===== src/rtl/mem_arbiter_rr_if.sv =====
// Bus bundle for mem_arbiter_rr: N requester line ports plus one downstream line port.
// The slave modport is the arbiter's view; master is the requester/memory side.
interface mem_arbiter_rr_if #(
  parameter int unsigned N_PORTS = 2,
  parameter int unsigned LINE_W  = 256,
  parameter int unsigned ADDR_W  = 32
);
  logic [N_PORTS-1:0]        req_read;
  logic [N_PORTS-1:0]        req_write;
  logic [N_PORTS*ADDR_W-1:0] req_address;
  logic [N_PORTS*LINE_W-1:0] req_wdata;
  logic [LINE_W-1:0]         req_rdata;
  logic [N_PORTS-1:0]        req_resp;

  logic                      pmem_read;
  logic                      pmem_write;
  logic [ADDR_W-1:0]         pmem_address;
  logic [LINE_W-1:0]         pmem_wdata;
  logic [LINE_W-1:0]         pmem_rdata;
  logic                      pmem_resp;

  modport slave (
    input  req_read, req_write, req_address, req_wdata, pmem_rdata, pmem_resp,
    output req_rdata, req_resp, pmem_read, pmem_write, pmem_address, pmem_wdata
  );

  modport master (
    output req_read, req_write, req_address, req_wdata, pmem_rdata, pmem_resp,
    input  req_rdata, req_resp, pmem_read, pmem_write, pmem_address, pmem_wdata
  );
endinterface


===== src/rtl/mem_arbiter_rr.sv =====
// Round-robin N-port cache-line arbiter with a registered downstream request.
// Define ARB_WRITE_FIRST_EN to give pending writes priority over reads in IDLE.
module mem_arbiter_rr #(
  parameter int unsigned N_PORTS = 2,
  parameter int unsigned LINE_W  = 256,
  parameter int unsigned ADDR_W  = 32,
  parameter int unsigned IDX_W   = (N_PORTS > 1) ? $clog2(N_PORTS) : 1
) (
  input  logic               clk,
  input  logic               rst,
  mem_arbiter_rr_if.slave    bus,
  output logic [IDX_W-1:0]   grant_idx_o
);

  typedef enum logic [1:0] {StIdle, StBusy, StResp} state_e;

  state_e             state_q;
  logic [IDX_W-1:0]   rr_ptr_q;
  logic [IDX_W-1:0]   grant_idx_q;
  logic [N_PORTS-1:0] mask_q;
  logic [N_PORTS-1:0] req_resp_q;
  logic               pmem_read_q;
  logic               pmem_write_q;
  logic [ADDR_W-1:0]  pmem_address_q;
  logic [LINE_W-1:0]  pmem_wdata_q;
  logic [LINE_W-1:0]  req_rdata_q;

  logic [N_PORTS-1:0] pend;
  logic [IDX_W-1:0]   cand;
  logic [IDX_W-1:0]   win_idx;
  logic               win_valid;

`ifdef ARB_WRITE_FIRST_EN
  logic [N_PORTS-1:0] wpend;
`endif

  // Winner search: walk the ring backwards so the last hit is the first port from rr_ptr.
  always_comb begin
    pend      = (bus.req_read | bus.req_write) & ~mask_q;
`ifdef ARB_WRITE_FIRST_EN
    wpend     = bus.req_write & ~mask_q;
    if (|wpend) begin
      pend = wpend;
    end
`endif
    cand      = '0;
    win_idx   = '0;
    win_valid = 1'b0;
    for (int k = int'(N_PORTS) - 1; k >= 0; k--) begin
      cand = IDX_W'((int'(rr_ptr_q) + k) % int'(N_PORTS));
      if (pend[cand]) begin
        win_valid = 1'b1;
        win_idx   = cand;
      end
    end
  end

  always_ff @(posedge clk) begin
    if (rst) begin
      state_q        <= StIdle;
      rr_ptr_q       <= '0;
      grant_idx_q    <= '0;
      mask_q         <= '0;
      req_resp_q     <= '0;
      pmem_read_q    <= 1'b0;
      pmem_write_q   <= 1'b0;
      pmem_address_q <= '0;
      pmem_wdata_q   <= '0;
      req_rdata_q    <= '0;
    end else begin
      unique case (state_q)
        StIdle: begin
          mask_q <= '0;
          if (win_valid) begin
            pmem_address_q <= bus.req_address[int'(win_idx) * int'(ADDR_W) +: ADDR_W];
            pmem_wdata_q   <= bus.req_wdata[int'(win_idx) * int'(LINE_W) +: LINE_W];
            // Write dominates if a port illegally raises both.
            pmem_write_q   <= bus.req_write[win_idx];
            pmem_read_q    <= bus.req_read[win_idx] & ~bus.req_write[win_idx];
            grant_idx_q    <= win_idx;
            state_q        <= StBusy;
          end
        end
        StBusy: begin
          if (bus.pmem_resp) begin
            req_rdata_q  <= bus.pmem_rdata;
            pmem_read_q  <= 1'b0;
            pmem_write_q <= 1'b0;
            req_resp_q   <= N_PORTS'(1) << grant_idx_q;
            state_q      <= StResp;
          end
        end
        StResp: begin
          req_resp_q <= '0;
          rr_ptr_q   <= (grant_idx_q == IDX_W'(N_PORTS - 1)) ? '0 : grant_idx_q + 1'b1;
          // Mask the just-served port for one IDLE cycle to absorb a late request drop.
          mask_q     <= N_PORTS'(1) << grant_idx_q;
          state_q    <= StIdle;
        end
        default: state_q <= StIdle;
      endcase
    end
  end

  assign bus.req_rdata    = req_rdata_q;
  assign bus.req_resp     = req_resp_q;
  assign bus.pmem_read    = pmem_read_q;
  assign bus.pmem_write   = pmem_write_q;
  assign bus.pmem_address = pmem_address_q;
  assign bus.pmem_wdata   = pmem_wdata_q;
  assign grant_idx_o      = grant_idx_q;

endmodule


===== src/flat_wrapper.sv =====
// flat-port wrapper written by rule: the top's interface ports become plain ports
module mem_arbiter_rr_flat 
#(
  parameter int unsigned N_PORTS = 2,
  parameter int unsigned LINE_W  = 256,
  parameter int unsigned ADDR_W  = 32,
  parameter int unsigned IDX_W   = (N_PORTS > 1) ? $clog2(N_PORTS) : 1
)
  (clk, rst, grant_idx_o, bus_req_read, bus_req_write, bus_req_address, bus_req_wdata, bus_pmem_rdata, bus_pmem_resp, bus_req_rdata, bus_req_resp, bus_pmem_read, bus_pmem_write, bus_pmem_address, bus_pmem_wdata);
  mem_arbiter_rr_if #(.N_PORTS(N_PORTS), .LINE_W(LINE_W), .ADDR_W(ADDR_W)) bus_i ();
  input  logic clk;
  input  logic rst;
  output logic [IDX_W-1:0] grant_idx_o;
  input wire logic [$bits(bus_i.req_read)-1:0] bus_req_read;
  input wire logic [$bits(bus_i.req_write)-1:0] bus_req_write;
  input wire logic [$bits(bus_i.req_address)-1:0] bus_req_address;
  input wire logic [$bits(bus_i.req_wdata)-1:0] bus_req_wdata;
  input wire logic [$bits(bus_i.pmem_rdata)-1:0] bus_pmem_rdata;
  input wire logic [$bits(bus_i.pmem_resp)-1:0] bus_pmem_resp;
  output wire logic [$bits(bus_i.req_rdata)-1:0] bus_req_rdata;
  output wire logic [$bits(bus_i.req_resp)-1:0] bus_req_resp;
  output wire logic [$bits(bus_i.pmem_read)-1:0] bus_pmem_read;
  output wire logic [$bits(bus_i.pmem_write)-1:0] bus_pmem_write;
  output wire logic [$bits(bus_i.pmem_address)-1:0] bus_pmem_address;
  output wire logic [$bits(bus_i.pmem_wdata)-1:0] bus_pmem_wdata;
  assign bus_i.req_read = bus_req_read;
  assign bus_i.req_write = bus_req_write;
  assign bus_i.req_address = bus_req_address;
  assign bus_i.req_wdata = bus_req_wdata;
  assign bus_i.pmem_rdata = bus_pmem_rdata;
  assign bus_i.pmem_resp = bus_pmem_resp;
  assign bus_req_rdata = bus_i.req_rdata;
  assign bus_req_resp = bus_i.req_resp;
  assign bus_pmem_read = bus_i.pmem_read;
  assign bus_pmem_write = bus_i.pmem_write;
  assign bus_pmem_address = bus_i.pmem_address;
  assign bus_pmem_wdata = bus_i.pmem_wdata;
  mem_arbiter_rr #(.N_PORTS(N_PORTS), .LINE_W(LINE_W), .ADDR_W(ADDR_W), .IDX_W(IDX_W)) u_core (.clk(clk), .rst(rst), .bus(bus_i), .grant_idx_o(grant_idx_o));
endmodule

===== config.mk =====
export PLATFORM = sky130hd
export DESIGN_NAME = mem_arbiter_rr_flat
export DESIGN_NICKNAME = d
export VERILOG_FILES = /design/src/rtl/mem_arbiter_rr_if.sv /design/src/rtl/mem_arbiter_rr.sv /design/src/flat_wrapper.sv
export SDC_FILE = /design/constraint.sdc
export NUM_CORES = 1
export LEC_CHECK = 0
export ABC_AREA = 1
export BUFFER_PORTS_ARGS = -buffer_cell sky130_fd_sc_hd__buf_2
export CORE_AREA = 2 2 538 540
export CTS_BUF_LIST = sky130_fd_sc_hd__clkbuf_8 sky130_fd_sc_hd__clkbuf_16
export CTS_CLUSTER_SIZE = 12
export DETAILED_ROUTE_END_ITERATION = 8
export DIE_AREA = 0 0 540 542
export GPL_TIMING_DRIVEN = 0
export PLACE_DENSITY = 0.31
export SLEW_MARGIN = 20
export SYNTH_ARGS = -nofsm -noshare
export SYNTH_HDL_FRONTEND = slang
export SYNTH_SLANG_ARGS = --single-unit

===== constraint.sdc =====
create_clock -name clk -period 1.2 [get_ports clk]
set_input_delay 0.24 -clock clk [delete_from_list [all_inputs] [get_ports clk]]
set_output_delay 0.24 -clock clk [all_outputs]
set_load 0.01 [all_outputs]

==> reports/qor.yml, run 1 <==
die_w_um: 540
crit_chain: "inv_1 > nand3_2 > nand2_4 > buf_12 > buf_16 > buf_12 > nand2_8 > nand3_4 > a21oi_1"
antenna_found_initial: 116
clk_path_buf_depth: 4
dr_wl_met3_mm: 28.9
path_buf_inv: 4
rows: 197
p_per_area_mw_per_mm2: 1270
synth.distinct_cells: 18
top_layer: "met5"
drcViolationCount: 0
setup_viol: 1100
gr-total-overflow: 0
start_kind: "flip-flop"
grt_pass1_vias: 35469
fin_nets: 6915
finalNonFillerCells: 9959
place_inst: 8833
grt_pass1_wl_mm: 328
place_congestion: 0.905
grt_max_degree: 13
wl_met2_mm: 120
seq_power_share_pct: 30.5
cp.arrival_ns: 2.35
rsz0062_at_grt: "true"
layout_commonest_cell: "buf_2"
drive_gt1_share_pct: 36.0
status: "complete, but fails checks"
fillers: 32820
ant_nets: 0
clock_sinks: 554
htreeDepth: 3
skew_ns: 0.0667
clk_pin_slew_ns: 0.06
tns_ns: -384.69
clock_latency_ns: 0.83
wl_per_cell_um: 26.2
period_share_pct: 144
yosysSeqAreaShare_pct: 45.2
grt_use_total_pct: 16.7
mostFrequentLayoutCells: "1290 x buf_2, 981 x nand2_1, 823 x dlygate4sd3_1"
cts_tree: "built"
worst_path_largest_cell_delay_ns: 0.29
fin_crit_ns: 1.73
stdcell_area_mm2: 0.0542
p_sw_share_pct: 34.4
fin_util_pct: 18.9
finalHoldViolCount: 0
finalWirelength_mm: 261
p_int_uw: 45100
worst_slew_pin_slew_ns: 1.01
num_vias: 35173
p_sw_uw: 23600
drv_slew: 0
cts_made_buffers: 86
fmax_ghz: 0.577
pin_count: 1388
root_buffer: "clkbuf_16"
drt_iter0_drc: 2091
area_growth_pct: 121
firstDrtPassIters: 5
maxCapViolations: 0
wl_met1_mm: 104
crit_path_top_delay_cell: "dfxtp_1"
die_area_mm2: 0.293
path_max_fanout: 10
combPwrFrac_pct: 30.3
crit_path_end_kind: "flip-flop"
post-place-ws_ns: -1.65
place_area_mm2: 0.0366
synth_nets: 4504
failed_checks: "negative setup slack"
critPathTopFamily: "buffers and inverters"
cp.required_ns: 1.82
relSlewSlack_pct: 32.8
io_buffers: 1386
vias_per_cell: 3.53
ir_worst_vdd_uv: 957
syn_area_per_cell_um2: 6.70
worst_slack_ns: -0.532
synth_area_mm2: 0.0245
start_util_pct: 8.56
p_clk_share_pct: 39.2
p_leak_uw: 0.0256
worst_path_most_repeated_cell: "buf_12"
synth_seq_cells: 554
min_path_type: "in -> reg"
dpl.hpwl_mm: 215
criticalPathCategory: "reg -> reg"
synthCells: 3665
ys_warn_count: 0
die_y_um: 542
core_mm2: 0.287
[Yosys cell counts]
| cell type | n | share of area [%] |
|---|---|---|
| nand2_1 | 1100 | 17 |
| inv_1 | 583 | 8.9 |
| nand3_1 | 581 | 12 |
| dfxtp_1 | 554 | 45 |
| a21oi_1 | 550 | 11 |
| buf_2 | 135 | 2.8 |
| clkbuf_1 | 98 | 1.5 |
| buf_4 | 25 | 0.76 |
| buf_6 | 11 | 0.50 |
| nor2_1 | 10 | 0.15 |
| buf_1 | 9 | 0.14 |
| a211oi_1 | 2 | 0.061 |
| inv_2 | 2 | 0.031 |
| a31oi_1 | 1 | 0.026 |
| and2_1 | 1 | 0.026 |
| clkinv_2 | 1 | 0.020 |
| nand2_2 | 1 | 0.026 |
| o21bai_1 | 1 | 0.031 |
[layout make-up]
class,count,area (um2),area share (%)
Sequential cell,554,11200,20.7
Tap cell,3781,4730,8.73
Multi-Input combinational cell,2247,11500,21.1
Inverter,586,2240,4.13
Clock buffer,105,2440,4.49
Timing Repair Buffer,2324,18200,33.6
Antenna cell,36,90.1,0.166
Buffer,276,3370,6.22
Timing Repair inverter,1,30.0,0.0554
Clock inverter,49,454,0.838
[final timing paths]
path                                                  from                                  endpoint  slack [ns]  depth (start not counted)
hold / removal                          bus_req_wdata[267]    u_core.bus.pmem_wdata[11]$_SDFFE_PP0P_        0.08                          5
setup / recovery              u_core.rr_ptr_q$_SDFFE_PP0P_   u_core.bus.pmem_wdata[182]$_SDFFE_PP0P_       -0.53                          9
setup reg to reg              u_core.rr_ptr_q$_SDFFE_PP0P_   u_core.bus.pmem_wdata[182]$_SDFFE_PP0P_       -0.53                          9
hold reg to reg   u_core.bus.pmem_address[26]$_SDFFE_PP0P_  u_core.bus.pmem_address[26]$_SDFFE_PP0P_        0.46                          2
[per-stage QoR]
step / power, uW / hold WS (ns)
2_1_floorplan: 26800 / 0.384
3_3_place_gp: 35400 / 0.448
3_5_place_dp: 35400 / 0.453
4_1_cts: 68800 / 0.000297
5_1_grt: 71700 / 0.0418
6_report: 68700 / 0.0797
[logic make-up after synthesis]
kind of cell           synth area share [%]
and+or+nand+nor                        28.9
buffers and inverters                  14.6
DFF                                    45.2
AOI/OAI and AO/OA                      11.3
[worst reg2reg max path: stages (launching register included)]
cell     delay, ns
dfxtp_1       0.29
inv_1         0.08
nand3_2       0.14
nand2_4       0.13
buf_12        0.16
buf_16        0.19
buf_12        0.17
nand2_8       0.11
nand3_4       0.22
a21oi_1       0.09
[registers in the layout, summed over array words and instances (netlist names)]
register                 count
u_core.state_q               2
u_core.mask_q                2
u_core.bus.pmem_read         1
u_core.bus.pmem_wdata      256
u_core.bus.req_resp          2
u_core.bus.pmem_address     32
u_core.bus.pmem_write        1
u_core.rr_ptr_q              1
u_core.grant_idx_o           1
u_core.bus.req_rdata       256
[metal layers]
layer,up-vias,GRT usage [%]
met5,-,0
met3,355,7.16
met2,1642,27.7
met1,16767,19.4
li1,16361,-
met4,48,5.12
[what timing repair did]
action / CTS / global route
endpoints found under the setup margin: 1100 / 1101
hold buffers: 822 / 1
gates cloned: 34 / 22
buffers inserted: 41 / 22
gates resized for setup: 852 / 337
hold endpoints to repair: 547 / 1
pin swaps: 44 / 40
[power by group through the flow]
stage	combinational [uW]	sequential, uW	clock, uW
after floorplan	5070	21800	0
after global placement	14200	21100	0
after detailed placement	14200	21200	0
after CTS	19900	20900	28000
after global routing	22200	21100	28500
final	20800	20900	26900
Power figures use the tool's default switching activity.
==> run 2: changes to the inputs <==
--- a/config.mk
+++ b/config.mk
@@ -14,6 +14,7 @@
 export DIE_AREA = 0 0 540 542
 export GPL_TIMING_DRIVEN = 0
 export PLACE_DENSITY = 0.31
+export REMOVE_ABC_BUFFERS = 1
 export SLEW_MARGIN = 20
 export SYNTH_ARGS = -nofsm -noshare
 export SYNTH_HDL_FRONTEND = slang
==> run 2 against run 1 <==
  * The run ends with negative hold slack, negative setup slack left
  * Critical endpoint is now u_core.bus.pmem_wdata[137]$_SDFFE_PP0P_
  * Core utilization down 0.37 points
  * Total power up 0.55%
  * Critical path depth up 2
  * Register-to-register slack worse by 0.25 ns
  * Worst setup slack worse by 0.25 ns
  * Routed wire length down 3.1%
==> reports/qor.yml, run 2 (synthesis results as in run 1) <==
ir_worst_vdd_uv: 870
finalHoldViolCount: 64
worst_slack_ns: -0.786
rr_worst_depth: 11
crit_path_end_kind: "flip-flop"
worstSetupStartpoint: "u_core.mask_q[1]$_SDFFE_PP0P_"
fmax_ghz: 0.504
timing.rr.start: "u_core.mask_q[1]$_SDFFE_PP0P_"
clock_sinks: 554
cp.required_ns: 1.89
cts_tree: "built"
fin_nets: 6763
place_area_mm2: 0.0361
clk_path_buf_depth: 4
dpl.hpwl_mm: 178
mostFrequentLayoutCells: "1384 x buf_2, 982 x nand2_1, 832 x dlygate4sd3_1"
holdWs_ns: -0.105
fin_crit_ns: 1.99
p_sw_uw: 23900
fillers: 32686
cts_made_buffers: 92
worst_slew_pin_slew_ns: 0.653
area_growth_pct: 116
finalNonFillerCells: 9822
maxCapViolations: 0
grt_pass1_wl_mm: 323
path_max_fanout: 5
skew_ns: 0.0503
rows: 197
failed_checks: "negative hold slack, negative setup slack"
seq_power_share_pct: 30.1
stdcell_area_mm2: 0.0531
antenna_found_initial: 144
die_area_mm2: 0.293
drt_iter0_drc: 1912
drcViolationCount: 0
p_per_area_mw_per_mm2: 1300
htreeDepth: 3
period_share_pct: 166
rsz0062_at_grt: "true"
worst_path_largest_cell_delay_ns: 0.34
p_int_uw: 45200
start_util_pct: 8.56
pin_count: 1388
grt_use_total_pct: 16.4
die_w_um: 540
drv_slew: 0
ant_nets: 0
crit_chain: "nor2_4 > buf_12 > buf_16 > nand2_8 > buf_16 > buf_16 > buf_8 > clkbuf_16 > nand2_2 > nand3_1 > a21oi_1"
gr-total-overflow: 0
crit_path_top_delay_cell: "dfxtp_2"
worst_path_most_repeated_cell: "buf_16"
r2r-end: "u_core.bus.pmem_wdata[137]$_SDFFE_PP0P_"
p_clk_share_pct: 40.4
critPathCapture: "u_core.bus.pmem_wdata[137]$_SDFFE_PP0P_"
relSlewSlack_pct: 56.5
hold_path_depth: 2
finalWirelength_mm: 253
start_kind: "flip-flop"
setup_viol: 1100
min_path_type: "in -> reg"
clock_latency_ns: 0.79
layout_commonest_cell: "buf_2"
grt_pass1_vias: 34225
place_congestion: 0.918
fin_util_pct: 18.5
clk_pin_slew_ns: 0.06
drive_gt1_share_pct: 35.1
post-place-ws_ns: -2.46
p_sw_share_pct: 34.6
combPwrFrac_pct: 29.5
grt_max_degree: 95
cp.arrival_ns: 2.67
core_mm2: 0.287
place_inst: 8601
io_buffers: 1387
die_y_um: 542
status: "complete, but fails checks"
firstDrtPassIters: 6
num_vias: 34325
criticalPathCategory: "reg -> reg"
r2r_slack_ns: -0.79
p_leak_uw: 0.0252
vias_per_cell: 3.49
wl_per_cell_um: 25.8
root_buffer: "clkbuf_16"
[run 2: cell count changes in the layout (fill, tap and decap cells not counted), sizes merged]
cell	change
clkbuf	-96
buf	-90
bufbuf	+19
diode	+11
dlygate4sd3	+9
inv	+9
nand2	+4
bufinv	-2
clkdlybuf4s15	-1
clkinv	+1
clkinvlp	-1
[run 2: final cells by class]
| class | instances | area, um2 | area share, % |
|---|---|---|---|
| timing repair inverter | 8 | 153 | 0.287 |
| tap | 3781 | 4730 | 8.90 |
| clock buffer | 115 | 2640 | 4.97 |
| antenna | 47 | 118 | 0.221 |
| clock inverter | 49 | 403 | 0.758 |
| sequential | 554 | 11100 | 20.9 |
| multi-input combinational | 2251 | 11900 | 22.4 |
| timing repair buffer | 2431 | 19800 | 37.3 |
| inverter | 586 | 2240 | 4.22 |
[run 2: power by group through the flow]
stage	sequential [uW]	clock [uW]	combinational, uW
final	20800	27900	20400
after floorplan	21800	0	4600
after detailed placement	21100	0	13100
after global placement	20600	0	10300
after CTS	20700	29200	20200
after global routing	20900	29700	21800
[run 2: worst min-delay path by stage]
stage                                      startpoint                                       to  slack, ns
2_1_floorplan                                     rst  u_core.bus.pmem_address[0]$_SDFFE_PP0P_       0.31
3_3_place_gp   u_core.bus.req_rdata[233]$_SDFFE_PP0P_   u_core.bus.req_rdata[233]$_SDFFE_PP0P_       0.45
6_report                                          rst     u_core.bus.req_rdata[7]$_SDFFE_PP0P_      -0.10
5_1_grt                                           rst   u_core.bus.req_rdata[217]$_SDFFE_PP0P_      -0.13
4_1_cts                                           rst          u_core.grant_idx_o$_SDFFE_PP0P_      -0.19
3_5_place_dp   u_core.bus.req_rdata[156]$_SDFFE_PP0P_   u_core.bus.req_rdata[156]$_SDFFE_PP0P_       0.45
[run 2: worst max-delay path, delay by kind of cell (launching register included)]
kind / cells / cell delay [ns]
compound gates: 1 / 0.16
simple gates: 4 / 0.34
flops: 1 / 0.34
buf+inv: 6 / 0.95
[run 2: timing repair]
action / 4_1_cts / 5_1_grt
hold buffers: 830 / 2
hold endpoints to repair: 553 / 65
setup endpoints to repair: 1100 / 1100
resized for setup: 410 / 160
buffers inserted: 75 / 17
pin swaps: 33 / 26
gates cloned: 77 / 14
[run 2: per-stage QoR]
stage               total power, uW   TNS, ns
floorplan                     26400  -7562.19
global placement              30900         -
detailed placement            34200   -965.80
CTS                           70100   -574.52
global route                  72400   -603.89
finish                        69000   -508.52
[run 2: routing by layer]
layer  track usage (%)  wire length (um)
met3              5.47             22300
met2              25.6            109000
met4              5.99             10900
met1              20.8            111000
met5                 0               314
